[src/rtl/batchnorm_normalizer.sv]
// batchnorm_normalizer
//   Turns batch statistics (mean, varr) and affine parameters (gamma, beta)
//   into a per-batch scale = gamma / sqrt(varr + EPS). The square root and
//   the divide are both bit-serial. Samples are then streamed through a
//   2-stage pipeline: y = sat(((x - mean) * scale) >>> FRAC + beta).
// Ports
//   clk, rst          clock, asynchronous active-high reset
//   stats_valid       one-cycle pulse capturing mean/varr/gamma/beta
//   mean, varr        unsigned batch statistics (Q.FRAC)
//   gamma, beta       signed affine parameters (Q.FRAC)
//   x_in/x_valid/x_ready   sample input handshake (x_in unsigned)
//   y_out/y_valid/y_ready  normalised output handshake (y_out signed)
//   busy              scale computation or commit in progress
module batchnorm_normalizer #(
  parameter int WIDTH = 16,
  parameter int FRAC  = 8,
  parameter int EPS   = 1
) (
  input  logic             clk,
  input  logic             rst,
  input  logic             stats_valid,
  input  logic [WIDTH-1:0] mean,
  input  logic [WIDTH-1:0] varr,
  input  logic [WIDTH-1:0] gamma,
  input  logic [WIDTH-1:0] beta,
  input  logic [WIDTH-1:0] x_in,
  input  logic             x_valid,
  output logic             x_ready,
  output logic [WIDTH-1:0] y_out,
  output logic             y_valid,
  input  logic             y_ready,
  output logic             busy
);
  localparam int W2 = 2 * WIDTH;
  localparam int CW = $clog2(W2);
  localparam logic [W2-1:0]   QMAX = {{WIDTH{1'b0}}, 1'b0, {(WIDTH-1){1'b1}}};
  localparam logic signed [W2+1:0] YMAX = {{(W2+2-WIDTH){1'b0}}, {(WIDTH-1){1'b1}}};
  localparam logic signed [W2+1:0] YMIN = {{(W2+3-WIDTH){1'b1}}, {(WIDTH-1){1'b0}}};

  typedef enum logic [2:0] {IDLE, SQRT, DIV, COMMIT, RUN} state_t;

  state_t          state_q, state_d;
  logic [CW-1:0]   cnt_q, cnt_d;

  logic [WIDTH-1:0] wk_mean_q, wk_gamma_q, wk_beta_q;
  logic [W2-1:0]    rad_q;    // radicand, consumed two bits per step
  logic [WIDTH-1:0] srem_q;   // square-root partial remainder
  logic [WIDTH-1:0] root_q;   // square-root result, later the divisor
  logic [W2-1:0]    dq_q;     // dividend shifting out, quotient shifting in
  logic [WIDTH-1:0] drem_q;   // division partial remainder

  logic [WIDTH-1:0]        act_mean_q;
  logic signed [WIDTH-1:0] act_scale_q, act_beta_q;

  logic signed [WIDTH:0]   d_p1_q;
  logic                    vld_p1_q;
  logic signed [WIDTH-1:0] y_p2_q;
  logic                    vld_p2_q;

  logic adv, x_acc, pipe_empty, commit_go;
  logic [WIDTH+1:0] s_sh, s_trial;
  logic             s_ge;
  logic [WIDTH:0]   dv_sh;
  logic             dv_ge;
  logic [WIDTH-1:0] g_abs;
  logic signed [W2:0]   p_p1;
  logic signed [W2+1:0] r_p1;

  // Saturate the unsigned quotient magnitude, with gamma's sign, to signed WIDTH.
  function automatic logic signed [WIDTH-1:0] sat_scale(input logic [W2-1:0] q,
                                                        input logic neg);
    if (q > QMAX) return neg ? {1'b1, {(WIDTH-1){1'b0}}} : {1'b0, {(WIDTH-1){1'b1}}};
    return neg ? -q[WIDTH-1:0] : q[WIDTH-1:0];
  endfunction

  function automatic logic signed [WIDTH-1:0] sat_y(input logic signed [W2+1:0] r);
    if (r > YMAX) return {1'b0, {(WIDTH-1){1'b1}}};
    if (r < YMIN) return {1'b1, {(WIDTH-1){1'b0}}};
    return r[WIDTH-1:0];
  endfunction

  always_comb begin
    adv        = !vld_p2_q || y_ready;
    x_ready    = (state_q == RUN) && adv;
    x_acc      = x_valid && x_ready;
    busy       = (state_q == SQRT) || (state_q == DIV) || (state_q == COMMIT);
    pipe_empty = !vld_p1_q && !vld_p2_q;
    commit_go  = (state_q == COMMIT) && pipe_empty && !stats_valid;
    // Restoring square root step: bring down two radicand bits, try (root<<2)|1.
    s_sh    = {srem_q, rad_q[W2-1:W2-2]};
    s_trial = {root_q, 2'b01};
    s_ge    = s_sh >= s_trial;
    // Restoring division step: bring down one dividend bit, try the divisor.
    dv_sh   = {drem_q, dq_q[W2-1]};
    dv_ge   = dv_sh >= {1'b0, root_q};
    g_abs   = wk_gamma_q[WIDTH-1] ? (~wk_gamma_q + WIDTH'(1)) : wk_gamma_q;
    p_p1    = (W2+1)'(d_p1_q) * (W2+1)'(act_scale_q);
    r_p1    = (W2+2)'(p_p1 >>> FRAC) + (W2+2)'(act_beta_q);
  end

  always_comb begin
    state_d = state_q;
    cnt_d   = cnt_q;
    if (stats_valid) begin
      state_d = SQRT;
      cnt_d   = '0;
    end else begin
      case (state_q)
        SQRT: begin
          cnt_d = cnt_q + CW'(1);
          if (cnt_q == CW'(WIDTH - 1)) begin
            state_d = DIV;
            cnt_d   = '0;
          end
        end
        DIV: begin
          cnt_d = cnt_q + CW'(1);
          if (cnt_q == CW'(W2 - 1)) begin
            state_d = COMMIT;
            cnt_d   = '0;
          end
        end
        COMMIT:  if (pipe_empty) state_d = RUN;
        default: ;
      endcase
    end
  end

  always_ff @(posedge clk or posedge rst) begin
    if (rst) begin
      state_q <= IDLE;
      cnt_q   <= '0;
    end else begin
      state_q <= state_d;
      cnt_q   <= cnt_d;
    end
  end

  // Scale computation: capture, bit-serial sqrt, bit-serial divide, commit.
  always_ff @(posedge clk or posedge rst) begin
    if (rst) begin
      wk_mean_q   <= '0;
      wk_gamma_q  <= '0;
      wk_beta_q   <= '0;
      rad_q       <= '0;
      srem_q      <= '0;
      root_q      <= '0;
      dq_q        <= '0;
      drem_q      <= '0;
      act_mean_q  <= '0;
      act_scale_q <= '0;
      act_beta_q  <= '0;
    end else begin
      if (stats_valid) begin
        wk_mean_q  <= mean;
        wk_gamma_q <= gamma;
        wk_beta_q  <= beta;
        rad_q      <= (W2'(varr) + W2'(EPS)) << FRAC;
        srem_q     <= '0;
        root_q     <= '0;
      end else if (state_q == SQRT) begin
        rad_q  <= rad_q << 2;
        srem_q <= s_ge ? WIDTH'(s_sh - s_trial) : WIDTH'(s_sh);
        root_q <= {root_q[WIDTH-2:0], s_ge};
        // Dividend is independent of the root, so load it on the last sqrt step.
        if (cnt_q == CW'(WIDTH - 1)) begin
          dq_q   <= W2'(g_abs) << FRAC;
          drem_q <= '0;
        end
      end else if (state_q == DIV) begin
        dq_q   <= {dq_q[W2-2:0], dv_ge};
        drem_q <= dv_ge ? WIDTH'(dv_sh - {1'b0, root_q}) : WIDTH'(dv_sh);
      end
      if (commit_go) begin
        act_mean_q  <= wk_mean_q;
        act_scale_q <= sat_scale(dq_q, wk_gamma_q[WIDTH-1]);
        act_beta_q  <= wk_beta_q;
      end
    end
  end

  // Stage 1: centre the accepted sample.
  // Stage 2: scale, shift, add beta, saturate.
  always_ff @(posedge clk or posedge rst) begin
    if (rst) begin
      d_p1_q   <= '0;
      vld_p1_q <= 1'b0;
      y_p2_q   <= '0;
      vld_p2_q <= 1'b0;
    end else if (adv) begin
      vld_p1_q <= x_acc;
      if (x_acc) d_p1_q <= {1'b0, x_in} - {1'b0, act_mean_q};
      vld_p2_q <= vld_p1_q;
      if (vld_p1_q) y_p2_q <= sat_y(r_p1);
    end
  end

  assign y_out   = y_p2_q;
  assign y_valid = vld_p2_q;

endmodule

[config.mk]
export PLATFORM = sky130hd
export DESIGN_NAME = batchnorm_normalizer
export DESIGN_NICKNAME = d
export VERILOG_FILES = /design/src/rtl/batchnorm_normalizer.sv
export SDC_FILE = /design/constraint.sdc
export NUM_CORES = 1
export LEC_CHECK = 0
export ABC_AREA = 0
export BUFFER_PORTS_ARGS = -buffer_cell sky130_fd_sc_hd__buf_2
export CORE_ASPECT_RATIO = 0.6
export CORE_MARGIN = 2
export CORE_UTILIZATION = 25
export DETAILED_ROUTE_END_ITERATION = 7
export SLEW_MARGIN = 20
export SYNTH_ARGS = -nofsm -noshare
export SYNTH_HDL_FRONTEND = slang
export SYNTH_SLANG_ARGS = --single-unit
export TNS_END_PERCENT = 20
[constraint.sdc]
create_clock -name clk -period 8.37 [get_ports clk]
set_input_delay 0.4185 -clock clk [delete_from_list [all_inputs] [get_ports clk]]
set_output_delay 0.4185 -clock clk [all_outputs]
set_load 0.005 [all_outputs]
-- Word-level counts from Yosys, hierarchy flattened
Index checks and enable logic that the tools add are counted.
- input port bits: 85
- output and inout port bits: 19
- word-level logic and storage cells: 103
- flip-flop bits (word level): 251
- $add $sub $neg: 8
- $lt $le $gt $ge: 5
- mux-type cells: 41
- reduce and logical (&&, ||, !) cells: 19
- bitwise operators: 2
- multipliers: 1
- eq/ne operators: 10
- operators with widths (cell ; number):
    $mux 16 ; 18
    $mux 32 ; 5
    $mul 17x16->33 ; 1
    $gt 32x15->1 const B ; 1
    $sub 16x16->16 ; 2
    $add 25x16->26 ; 1
    $gt 26x16->1 const B ; 1
    $lt 26x16->1 const B ; 1
    $ge 18x18->1 ; 1
    $add 16x1->17 const B ; 1
    $ge 17x16->1 ; 1
    $sub 16x16->17 ; 1
    $add 16x1->16 const B ; 1
    $neg 16->16 ; 1
    $not 16->16 ; 1
    $mux 5 ; 3
    $mux 3 ; 4
    $pmux 5 s2 ; 1
    $mux 1 ; 9
    $ne 3x3->1 const B ; 3
    $pmux 3 s3 ; 1
    $eq 3x2->1 const B ; 2
    $add 5x1->5 const B ; 1
    $eq 5x4->1 const B ; 1
    other kinds (14) ; 24

-- Depth between registers and ports, before layout
Gate-level depths: netlist (run 1).
- depth in word-level cells: 11
- gate-level depth with buffers: 37
- gate-level depth less buffers: 34

-- Least setup slack after synthesis (run 1)
Ideal clock, no wire load.
- path kind: register -> register
- start point: register act_scale_q[9]
- end point: register y_p2_q[9] (netlist: y_out[9])
- path buffers: 3
- setup slack: -197 ps
- setup time: 136 ps
- data required time: 8234 ps
- cell stages (with the launch flop): 36
- clock period less this slack: 8567 ps
- arrival time: 8432 ps
- cell sequence: dfrtp_1 clkbuf_1 clkbuf_1 nand2_1 fa_1 inv_1 fa_1 inv_1 fa_1 inv_1 fa_1 fa_1 inv_1 fa_1 inv_1 ha_1 a21o_1 a2111oi_0 nand2b_1 a21oi_1 o31ai_1 and2_1 a311o_1 xor2_1 ha_1 a21o_1 a21o_1 a21o_1 nor3_1 nand3_1 and3_1 or4_4 nor4_4 buf_6 a31o_1 o21ai_1
- longest elaborated chain between the ends: 9
- elaborated cells between the ends (all ways): 14
- classes of those cells: add/sub: 1; mul: 1; order compare: 2; mux: 10
- RTL lines (what ; line ; text):
    start, declared ; 53 ; logic signed [WIDTH-1:0] act_scale_q, act_beta_q;
    start signal, assigned ; 176 ; act_scale_q <= sat_scale(dq_q, wk_gamma_q[WIDTH-1]);
    $mul 17x16->33 * ; 97 ; p_p1 = (W2+1)'(d_p1_q) * (W2+1)'(act_scale_q);
    $add 25x16->26 * ; 98 ; r_p1 = (W2+2)'(p_p1 >>> FRAC) + (W2+2)'(act_beta_q);
    $lt 26x16->1 ; 78 ; if (r < YMIN) return {1'b1, {(WIDTH-1){1'b0}}};
    $mux 1 (2 in series) ; 78 ;
    $mux 1 ; 194 ; if (vld_p1_q) y_p2_q <= sat_y(r_p1);
    $mux 1 ; 190 ; end else if (adv) begin
    $mux 16 ; 79 ; return r[WIDTH-1:0];
    $mux 16 * ; 78 ;
    end signal, assigned ; 194 ;
    end, declared ; 57 ; logic signed [WIDTH-1:0] y_p2_q;
Mark *: on every way between the ends. The rest lies on a longest branch, timed or not. The select of a mux whose other input is x is not followed.
A chain may end at the register's enable or synchronous reset.

-- Final worst setup path (run 1)
- start point: register act_scale_q[6]
- end point: register y_p2_q[12] (netlist: y_out[12])
The elaborated chain is that of the path after synthesis.

==> impl_metrics.toml, run 1 <==
[global_route]
grt_pass1_wl_mm = 109
grt_max_degree = 150
grt_usage_pct = 13.4
grt_pass1_vias = 18900
antenna_found_initial = 3
use_met1_pct = 21.8
busiest_layer = "met1"
grt-ovfl-total = 0
grt_use_met2_pct = 17.8
grt_use_met3_pct = 3.18

[critical_path]
critical_path.max_fanout = 6
cp.required_ns = 8.84
critPathKind = "reg2reg"
crit_slowest_cell = "fa_2"
rrSetupSlack_ns = -0.06
reg2regPathDepth = 28
cp-end-kind = "flop"
r2r-end = "y_out[12]"
arrival_ns = 8.89
max_stage_delay_ns = 0.63
start_kind = "flop"
timing.rr.start = "act_scale_q[6]"

[status]
failed_checks = "setup timing"
status = "finished, violations left"

[die]
start_util_pct = 25.1
num_io_pins = 104
die_y_microns = 247
die_x_microns = 409
rows = 89
die_area_sq_um = 101000
coreArea_sq_um = 97900

[timing]
slew-limit-headroom_pct = 23.3
rsz0062_at_grt = "yes"
setup_viol_count_final = 10
skew_ns = 0.0252
post-route-period-util_pct = 101
maxSlewViolCount = 0
post-route-min-period_ns = 8.43
max_freq_ghz = 0.119
setup_slack_ns = -0.0582
hold_viol = 0
worst_slew_pin_slew_ns = 1.13

[finish]
multi_input_area_sq_um = 17000
drive_gt1_share_pct = 20.9
diodes = 0
final_nets = 3487
fillerInstances = 10200
area_growth_pct = 21.5
final_cells = 4298
seqCellArea_sq_um = 6100

[clock_network]
clock_sinks = 243
cts_max_level = 1
cts_buffer_depth = 3
cts_buffers = 27
clk_pin_slew_ns = 0.07
cts_root_buf = "clkbuf_16"
cts_tree = "done"
clock_latency_ns = 0.59

[routing]
postRouteAntennaNets = 0
vias_per_cell = 4.46
vias = 19200
drt_wl_total_mm = 67.0
firstDrtPassIters = 5
drt_drc_violations_left = 0
wl_per_cell_microns = 15.6
drtIter0Drc = 1421

[power]
vdd_drop_max_v = 0.000134
p_int_mw = 2.49
power_frac_comb_pct = 30.0
power_leakage_nw = 14.7
seq_power_share_pct = 35.7
power.share.switching_pct = 33.3
power.density_nw_per_um2 = 125
p_sw_mw = 1.24
power_frac_clock_pct = 34.3

[yosys]
async_flop_share_pct = 100
syn_avg_cell_area_sq_um = 9.23
synth_cell_types = 72
synth_area_sq_um = 24600
ys_seq_area_share_pct = 24.7
yosysWarnings = 0
ys_ff_latch = 243
syn-num-nets = 3197
ys_dominant_reg_cell = "dfrtp_1"
synth_edf_count = 0
postSynthCellCount = 2668

[placement]
hpwl_mm = 53.1
placed_cells = 4209
portBuffers = 103
pre_cts_ws_ns = -0.488
finalWeightedCongestion = 0.905

[min_path]
worstHoldStart = "varr[0]"
min_to = "rad_q[8]"
whs_path_depth = 2
min_path_type = "in2reg"

[run]
maxCapViolations = 0
-- cells in the final DEF, fill, tap and decap left out, types with 10 or more instances in the layout --
cell | Yosys | routed
or3_1 | 21 | 21
o21a_1 | 12 | 11
fa_2 | 0 | 17
buf_2 | 3 | 102
and3_1 | 13 | 11
ha_1 | 166 | 156
clkbuf_16 | 0 | 27
and2_1 | 137 | 132
buf_6 | 1 | 14
o31ai_1 | 24 | 22
dfrtp_2 | 0 | 15
o21ai_1 | 12 | 13
fa_1 | 278 | 261
nor2b_1 | 25 | 24
dfrtp_1 | 243 | 228
nand2b_1 | 26 | 26
a31oi_1 | 18 | 17
a22o_1 | 13 | 13
a211oi_1 | 22 | 22
nor3_1 | 36 | 33
or2_2 | 10 | 10
a21oi_1 | 106 | 95
xor2_1 | 52 | 50
nand4_1 | 15 | 15
nand3_1 | 47 | 44
xnor2_1 | 66 | 64
nor2_1 | 120 | 118
nand2_1 | 315 | 313
mux2i_1 | 34 | 34
o21ai_0 | 132 | 127
mux2_2 | 80 | 80
buf_4 | 0 | 252
inv_1 | 387 | 378
a21o_1 | 27 | 27
-- per-stage QoR --
stage	utilization (%)	area [sq um]	setup TNS, ns	hold slack, ns	power, mW
2_1_floorplan	-	24600	0	0.446	2.12
3_3_place_gp	28.8	28200	-3.81	0.466	2.43
3_5_place_dp	28.8	28200	-6.50	0.468	2.43
4_1_cts	30.3	29700	0	0.0221	3.76
5_1_grt	30.5	29900	-5.88	0.0381	3.97
6_report	30.5	29900	-0.389	0.0560	3.73
-- sequential cells by signal, summed over array words and instances (netlist names) --
register,count
state_q,3
root_q,16
act_mean_q,16
srem_q,16
d_p1_q,17
vld_p1_q,1
y_out,16
wk_gamma_q,16
cnt_q,5
wk_mean_q,16
act_beta_q,16
rad_q,24
wk_beta_q,16
y_valid,1
drem_q,16
dq_q,32
act_scale_q,16
-- worst max-delay path by stage --
stage	from	to	slack, ns	cells past startpoint
final	act_scale_q[6]	y_out[12]	-0.06	28
after global routing	d_p1_q[7]	y_out[1]	-0.45	34
after CTS	d_p1_q[7]	y_out[11]	0.002	31
after detailed placement	act_scale_q[6]	y_out[1]	-0.49	32
after global placement	act_scale_q[6]	y_out[1]	-0.31	32
after floorplan	act_scale_q[1]	y_out[9]	0.0007	31
-- layer usage --
metal / wire length, microns / up-vias / share of wire, %
met2: 25800 / 464 / 38
met1: 35700 / 9364 / 53
met5: 27 / - / 0.040
met3: 4790 / 56 / 7.1
li1: - / 9299 / -
met4: 741 / 4 / 1.1
-- logic make-up (layout without fill, tap and decap cells) --
group,count (synthesis),after routing,synth area share (%)
flip-flops,243,243,24.7
XOR/XNOR,118,118,4.20
AND/OR/NAND/NOR,799,799,15.7
multiplexers,114,114,5.04
AO/OA/AOI/OAI,448,448,11.6
adder cells (fa/ha/maj),444,444,31.0
buffers and inverters,502,813,7.70
-- final cells by class --
cell class	instances	share of cell area, %
Sequential cell	243	20.4
Tap cell	1319	5.52
Multi-Input combinational cell	1923	57.0
Inverter	387	4.88
Timing Repair Buffer	376	9.05
Clock inverter	12	0.439
Clock buffer	38	2.70
-- worst max-delay path: cells and delay by family, from the launching register on --
family / cells / cell delay [ns]
adders and majority gates: 8 / 3.84
xor gates and xnor gates: 1 / 0.20
DFF: 1 / 0.45
buffers and inverters: 5 / 0.59
AOI/OAI and AO/OA: 6 / 1.52
and+or+nand+nor: 8 / 1.74
-- Yosys cell counts, types with 66 or more instances --
cell,n,area [sq um]
clkbuf_1,108,405
nand2_1,315,1180
dfrtp_1,243,6080
ha_1,166,2080
xnor2_1,66,578
inv_1,387,1450
fa_1,278,5570
and2_1,137,857
a21oi_1,106,531
o21ai_0,132,661
mux2_2,80,901
nor2_1,120,450
-- what timing repair did --
item	CTS	global route
setup endpoints to repair	15	16
hold buffers	1	0
pin swaps	88	28
setup buffers	26	11
endpoints found under the hold margin	62	0
gates cloned	1	0
gates resized for setup	96	30
-- power groups by stage --
stage | clock [mW] | combinational, mW | sequential [mW]
2_1_floorplan | 0 | 0.793 | 1.32
3_3_place_gp | 0 | 1.08 | 1.35
3_5_place_dp | 0 | 1.08 | 1.35
4_1_cts | 1.32 | 1.11 | 1.33
5_1_grt | 1.38 | 1.25 | 1.34
6_report | 1.28 | 1.12 | 1.33
Note: power is estimated with default switching activity, not from simulation.
==> run 2, diff against run 1 <==
- clock period: 8.37 -> 7 ns (I/O delays scaled with it)
==> impl_metrics.toml, run 2 (synthesized netlist as in run 1, its figures left out) <==
[finish]
drive_gt1_share_pct = 20.5
area_growth_pct = 23.0
fin_util_pct = 30.9
final_nets = 3535
final_cell_mix = "inv_1, nand2_1, fa_1, buf_4, dfrtp_1"
top_regs = "dq_q (32), rad_q (24), d_p1_q (17)"
top_register = "dq_q"
layout.cells.most_common = "inv_1"
final_cells = 4346
post-route-cell-area_sq_um = 30300
largest_reg_flops = 32

[global_route]
grt_usage_pct = 13.4
grt_max_degree = 159
grt-ovfl-total = 0
antenna_found_initial = 2
grt_pass1_vias = 18700
grt_pass1_wl_mm = 108

[run]
maxCapViolations = 0

[timing]
rsz0062_at_grt = "yes"
setup_viol_count_final = 16
slew-limit-headroom_pct = 30.7
max_freq_ghz = 0.117
worst_slew_pin_slew_ns = 1.04
post-route-period-util_pct = 122
tns_ns = -24.01
maxSlewViolCount = 0
skew_ns = 0.0281
post-route-min-period_ns = 8.57
hold_viol = 5
whs_ns = -0.0102
setup_slack_ns = -1.57

[placement]
portBuffers = 103
placed_area_sq_um = 28600
placed_cells = 4246
pre_cts_ws_ns = -1.59
hpwl_mm = 54.0
finalWeightedCongestion = 0.895

[critical_path]
critPathKind = "reg2reg"
rrSetupSlack_ns = -1.57
timing.rr.start = "act_scale_q[5]"
reg2regPathDepth = 34
crit_slowest_cell = "fa_2"
r2r-end = "y_out[1]"
critPathLaunch = "act_scale_q[5]"
critical_path.max_fanout = 8
cp.required_ns = 7.47
cp-end-kind = "flop"
start_kind = "flop"
max_stage_delay_ns = 0.62
crit_top_cell = "fa_1"
arrival_ns = 9.03

[die]
start_util_pct = 25.1
die_y_microns = 247
rows = 89
die_area_sq_um = 101000
num_io_pins = 104
coreArea_sq_um = 97900
die_x_microns = 409

[routing]
dr_wl_met2_mm = 25.0
drt_wl_total_mm = 67.0
wl_met1_mm = 36.2
top_layer_used = "met4"
firstDrtPassIters = 5
drtIter0Drc = 1354
wl_per_cell_microns = 15.4
vias = 19300
dr_wl_met3_mm = 5.02
vias_per_cell = 4.44
drt_drc_violations_left = 0
postRouteAntennaNets = 0

[clock_network]
cts_buffer_depth = 3
cts_tree = "done"
cts_max_level = 1
clock_latency_ns = 0.59
clock_sinks = 243
cts_root_buf = "clkbuf_16"
clk_pin_slew_ns = 0.07
cts_buffers = 27

[status]
failed_checks = "hold timing, setup timing"
status = "finished, violations left"

[power]
finalPower_mw = 4.40
vdd_drop_max_v = 0.000207
power.density_nw_per_um2 = 145
power_leakage_nw = 14.9

[min_path]
min_path_type = "in2async"
## run 2: cell types whose count changed in the layout (fill, tap and decap cells not counted), sizes merged
| cell | delta |
|---|---|
| inv | +1 |
| bufinv | -1 |
| diode | +1 |
| buf | +9 |
| dlygate4sd3 | +38 |
## run 2: where the power goes
part	total, mW	leakage, nW	switching, mW	internal (mW)
Clock	1.46	0.423	0.650	0.805
Sequential	1.60	3.17	0.100	1.50
Combinational	1.34	11.3	0.715	0.625
Total	4.40	14.9	1.46	2.93
## run 2: metal layers
metal	GRT usage, %	vias to the layer above
met2	17.0	472
met4	1.69	0
li1	-	9409
met1	22.2	9347
met5	0	-
met3	3.35	49
## run 2: layout make-up
class / count / area [sq um]
Fill cell: 10200 / 67600
Multi-Input combinational cell: 1923 / 17000
Sequential cell: 243 / 6100
Timing Repair Buffer: 424 / 3170
Tap cell: 1319 / 1650
Inverter: 387 / 1460
Clock buffer: 37 / 763
Clock inverter: 12 / 111
Antenna cell: 1 / 2.50
## run 2: worst max-delay path by stage
| stage | to | cells after the start |
|---|---|---|
| 5_1_grt | y_out[0] | 34 |
| 6_report | y_out[1] | 34 |
| 3_3_place_gp | y_out[0] | 32 |
| 2_1_floorplan | y_out[9] | 35 |
| 4_1_cts | y_out[0] | 31 |
| 3_5_place_dp | y_out[0] | 32 |
## run 2: critical path: cells and delay by family (launching register included)
family,cells,cell delay [ns]
XOR/XNOR,1,0.16
AO/OA/AOI/OAI,11,2.00
adder cells (fa/ha/maj),8,3.67
flip-flops,1,0.47
buffers and inverters,7,0.85
AND/OR/NAND/NOR,7,1.31
## run 2: timing repair
action                                  4_1_cts  5_1_grt
gates cloned                                  0        1
buffers inserted                              1        9
hold endpoints to repair                     39        0
endpoints found under the setup margin       16       16
gates resized for setup                      20       48
pin swaps                                     4       22
hold buffers                                 39        0
==> run 3, diff against run 2 <==
- CORE_MARGIN: 2 -> 5
- GPL_TIMING_DRIVEN: unset -> 1
==> impl_metrics.toml, run 3 (synthesized netlist as in run 1, its figures left out) <==
[status]
status = "finished, violations left"
failed_checks = "setup timing"

[timing]
post-route-min-period_ns = 8.54
hold_viol = 0
skew_ns = 0.0268
setup_slack_ns = -1.54
worst_slew_pin_slew_ns = 0.943
slew-limit-headroom_pct = 35.5
max_freq_ghz = 0.117
setup_viol_count_final = 16
post-route-period-util_pct = 122
rsz0062_at_grt = "yes"
maxSlewViolCount = 0

[routing]
drtIter0Drc = 1231
drt_drc_violations_left = 0
postRouteAntennaNets = 0
drt_wl_total_mm = 68.9
firstDrtPassIters = 5
vias_per_cell = 4.47
vias = 19500
wl_per_cell_microns = 15.8

[clock_network]
clock_latency_ns = 0.58
cts_buffer_depth = 3
clock_sinks = 243
cts_tree = "done"
cts_max_level = 1
cts_buffers = 27
cts_root_buf = "clkbuf_16"
clk_pin_slew_ns = 0.07

[finish]
fillerInstances = 10200
area_growth_pct = 24.8
final_nets = 3553
drive_gt1_share_pct = 21.9
fin_util_pct = 31.4
multi_input_area_sq_um = 17200
top_register = "dq_q"
largest_reg_flops = 32
seqCellArea_sq_um = 6100
layout.cells.most_common = "inv_1"
top_regs = "dq_q (32), rad_q (24), d_p1_q (17)"
final_cell_mix = "inv_1, nand2_1, buf_4, fa_1, dfrtp_1"
final_cells = 4367

[critical_path]
max_stage_delay_ns = 0.60
crit_slowest_cell = "fa_2"
reg2regPathDepth = 32
start_kind = "flop"
critPathLaunch = "d_p1_q[3]"
rrSetupSlack_ns = -1.54
arrival_ns = 9.00
timing.rr.start = "d_p1_q[3]"
cp-end-kind = "flop"
critical_path.max_fanout = 7
crit_top_cell = "fa_1"
r2r-end = "y_out[9]"
endpoint = "y_out[9]"
critPathKind = "reg2reg"
cp.required_ns = 7.46

[power]
seq_power_share_pct = 35.1
power_frac_clock_pct = 35.1
power_leakage_nw = 15.0
power.density_nw_per_um2 = 148
p_sw_mw = 1.47
vdd_drop_max_v = 0.000188
p_int_mw = 3.08
power.share.switching_pct = 32.3
power_frac_comb_pct = 29.8

[die]
num_io_pins = 104
die_area_sq_um = 105000
start_util_pct = 25.1
coreArea_sq_um = 98000
die_y_microns = 253
rows = 89
die_x_microns = 415

[min_path]
min_path_type = "in2reg"

[global_route]
grt_pass1_wl_mm = 112
antenna_found_initial = 3
grt-ovfl-total = 0
grt_pass1_vias = 19500
grt_usage_pct = 13.1
grt_max_degree = 165

[placement]
placed_cells = 4255
pre_cts_ws_ns = -1.61
hpwl_mm = 55.1
portBuffers = 103
finalWeightedCongestion = 0.876

[run]
maxCapViolations = 0
==> run 3: cell count changes in the layout (fill, tap and decap cells not counted), moves of 4 or more <==
cell,change
a21oi_1,-4
a21oi_2,+4
buf_4,+14
bufinv_16,+4
clkbuf_1,-4
fa_1,-6
fa_2,+6
ha_1,-8
ha_4,+5
==> run 3: how the worst min path moves through the flow <==
stage / from / endpoint / slack, ns / depth (start not counted)
3_5_place_dp: rst / wk_beta_q[5] / 0.32 / 2
3_3_place_gp: rst / wk_beta_q[5] / 0.32 / 2
6_report: beta[14] / wk_beta_q[14] / 0.03 / 2
4_1_cts: mean[5] / wk_mean_q[5] / 0.008 / 2
5_1_grt: beta[9] / wk_beta_q[9] / 0.01 / 2
2_1_floorplan: varr[0] / rad_q[8] / 0.44 / 1
==> run 3: repair_timing <==
action | 4_1_cts | 5_1_grt
pin swaps | 25 | 31
setup endpoints to repair | 16 | 16
cloned | 1 | 0
hold buffers | 37 | 0
hold endpoints to repair | 46 | 0
gates resized for setup | 47 | 61
setup buffers | 12 | 9
==> run 3: metal layers <==
metal  up-vias  GRT usage [%]  share of wire (%)
met1      9587           21.1                 53
met4         0           1.77                1.3
met2       438           17.5                 39
li1       9450              -                  -
met3        42           3.57                7.3
met5         -              0                  0
==> run 3: layout make-up <==
| class | count | share of cell area [%] |
|---|---|---|
| Clock buffer | 33 | 2.44 |
| Multi-Input combinational cell | 1923 | 55.9 |
| Timing Repair Buffer | 442 | 10.9 |
| Tap cell | 1319 | 5.37 |
| Antenna cell | 3 | 0.0244 |
| Clock inverter | 17 | 0.757 |
| Sequential cell | 243 | 19.9 |
| Inverter | 387 | 4.74 |
==> run 3: power by group through the flow <==
stage	sequential, mW	combinational, mW	clock, mW
2_1_floorplan	1.58	0.960	0
3_3_place_gp	1.62	1.29	0
3_5_place_dp	1.62	1.30	0
4_1_cts	1.60	1.36	1.65
5_1_grt	1.61	1.51	1.71
6_report	1.60	1.36	1.60
==> run 3: worst max-delay path: cells and delay by family, from the launching register on <==
family | cells | cell delay (ns)
simple gates | 7 | 1.53
compound gates | 10 | 1.76
fa+ha+maj | 8 | 3.71
buf+inv | 6 | 0.86
flops | 1 | 0.42
xor+xnor | 1 | 0.17
==> run 3: metrics by stage <==
stage	hold WS (ns)	TNS (ns)	total power, mW	instance area, sq um
floorplan	0.443	-13.26	2.54	25000
global placement	0.323	-22.97	2.91	28700
detailed placement	0.323	-24.53	2.92	28700
CTS	0.00780	-23.00	4.61	30400
global route	0.0136	-28.25	4.83	30700
finish	0.0259	-23.31	4.55	30700
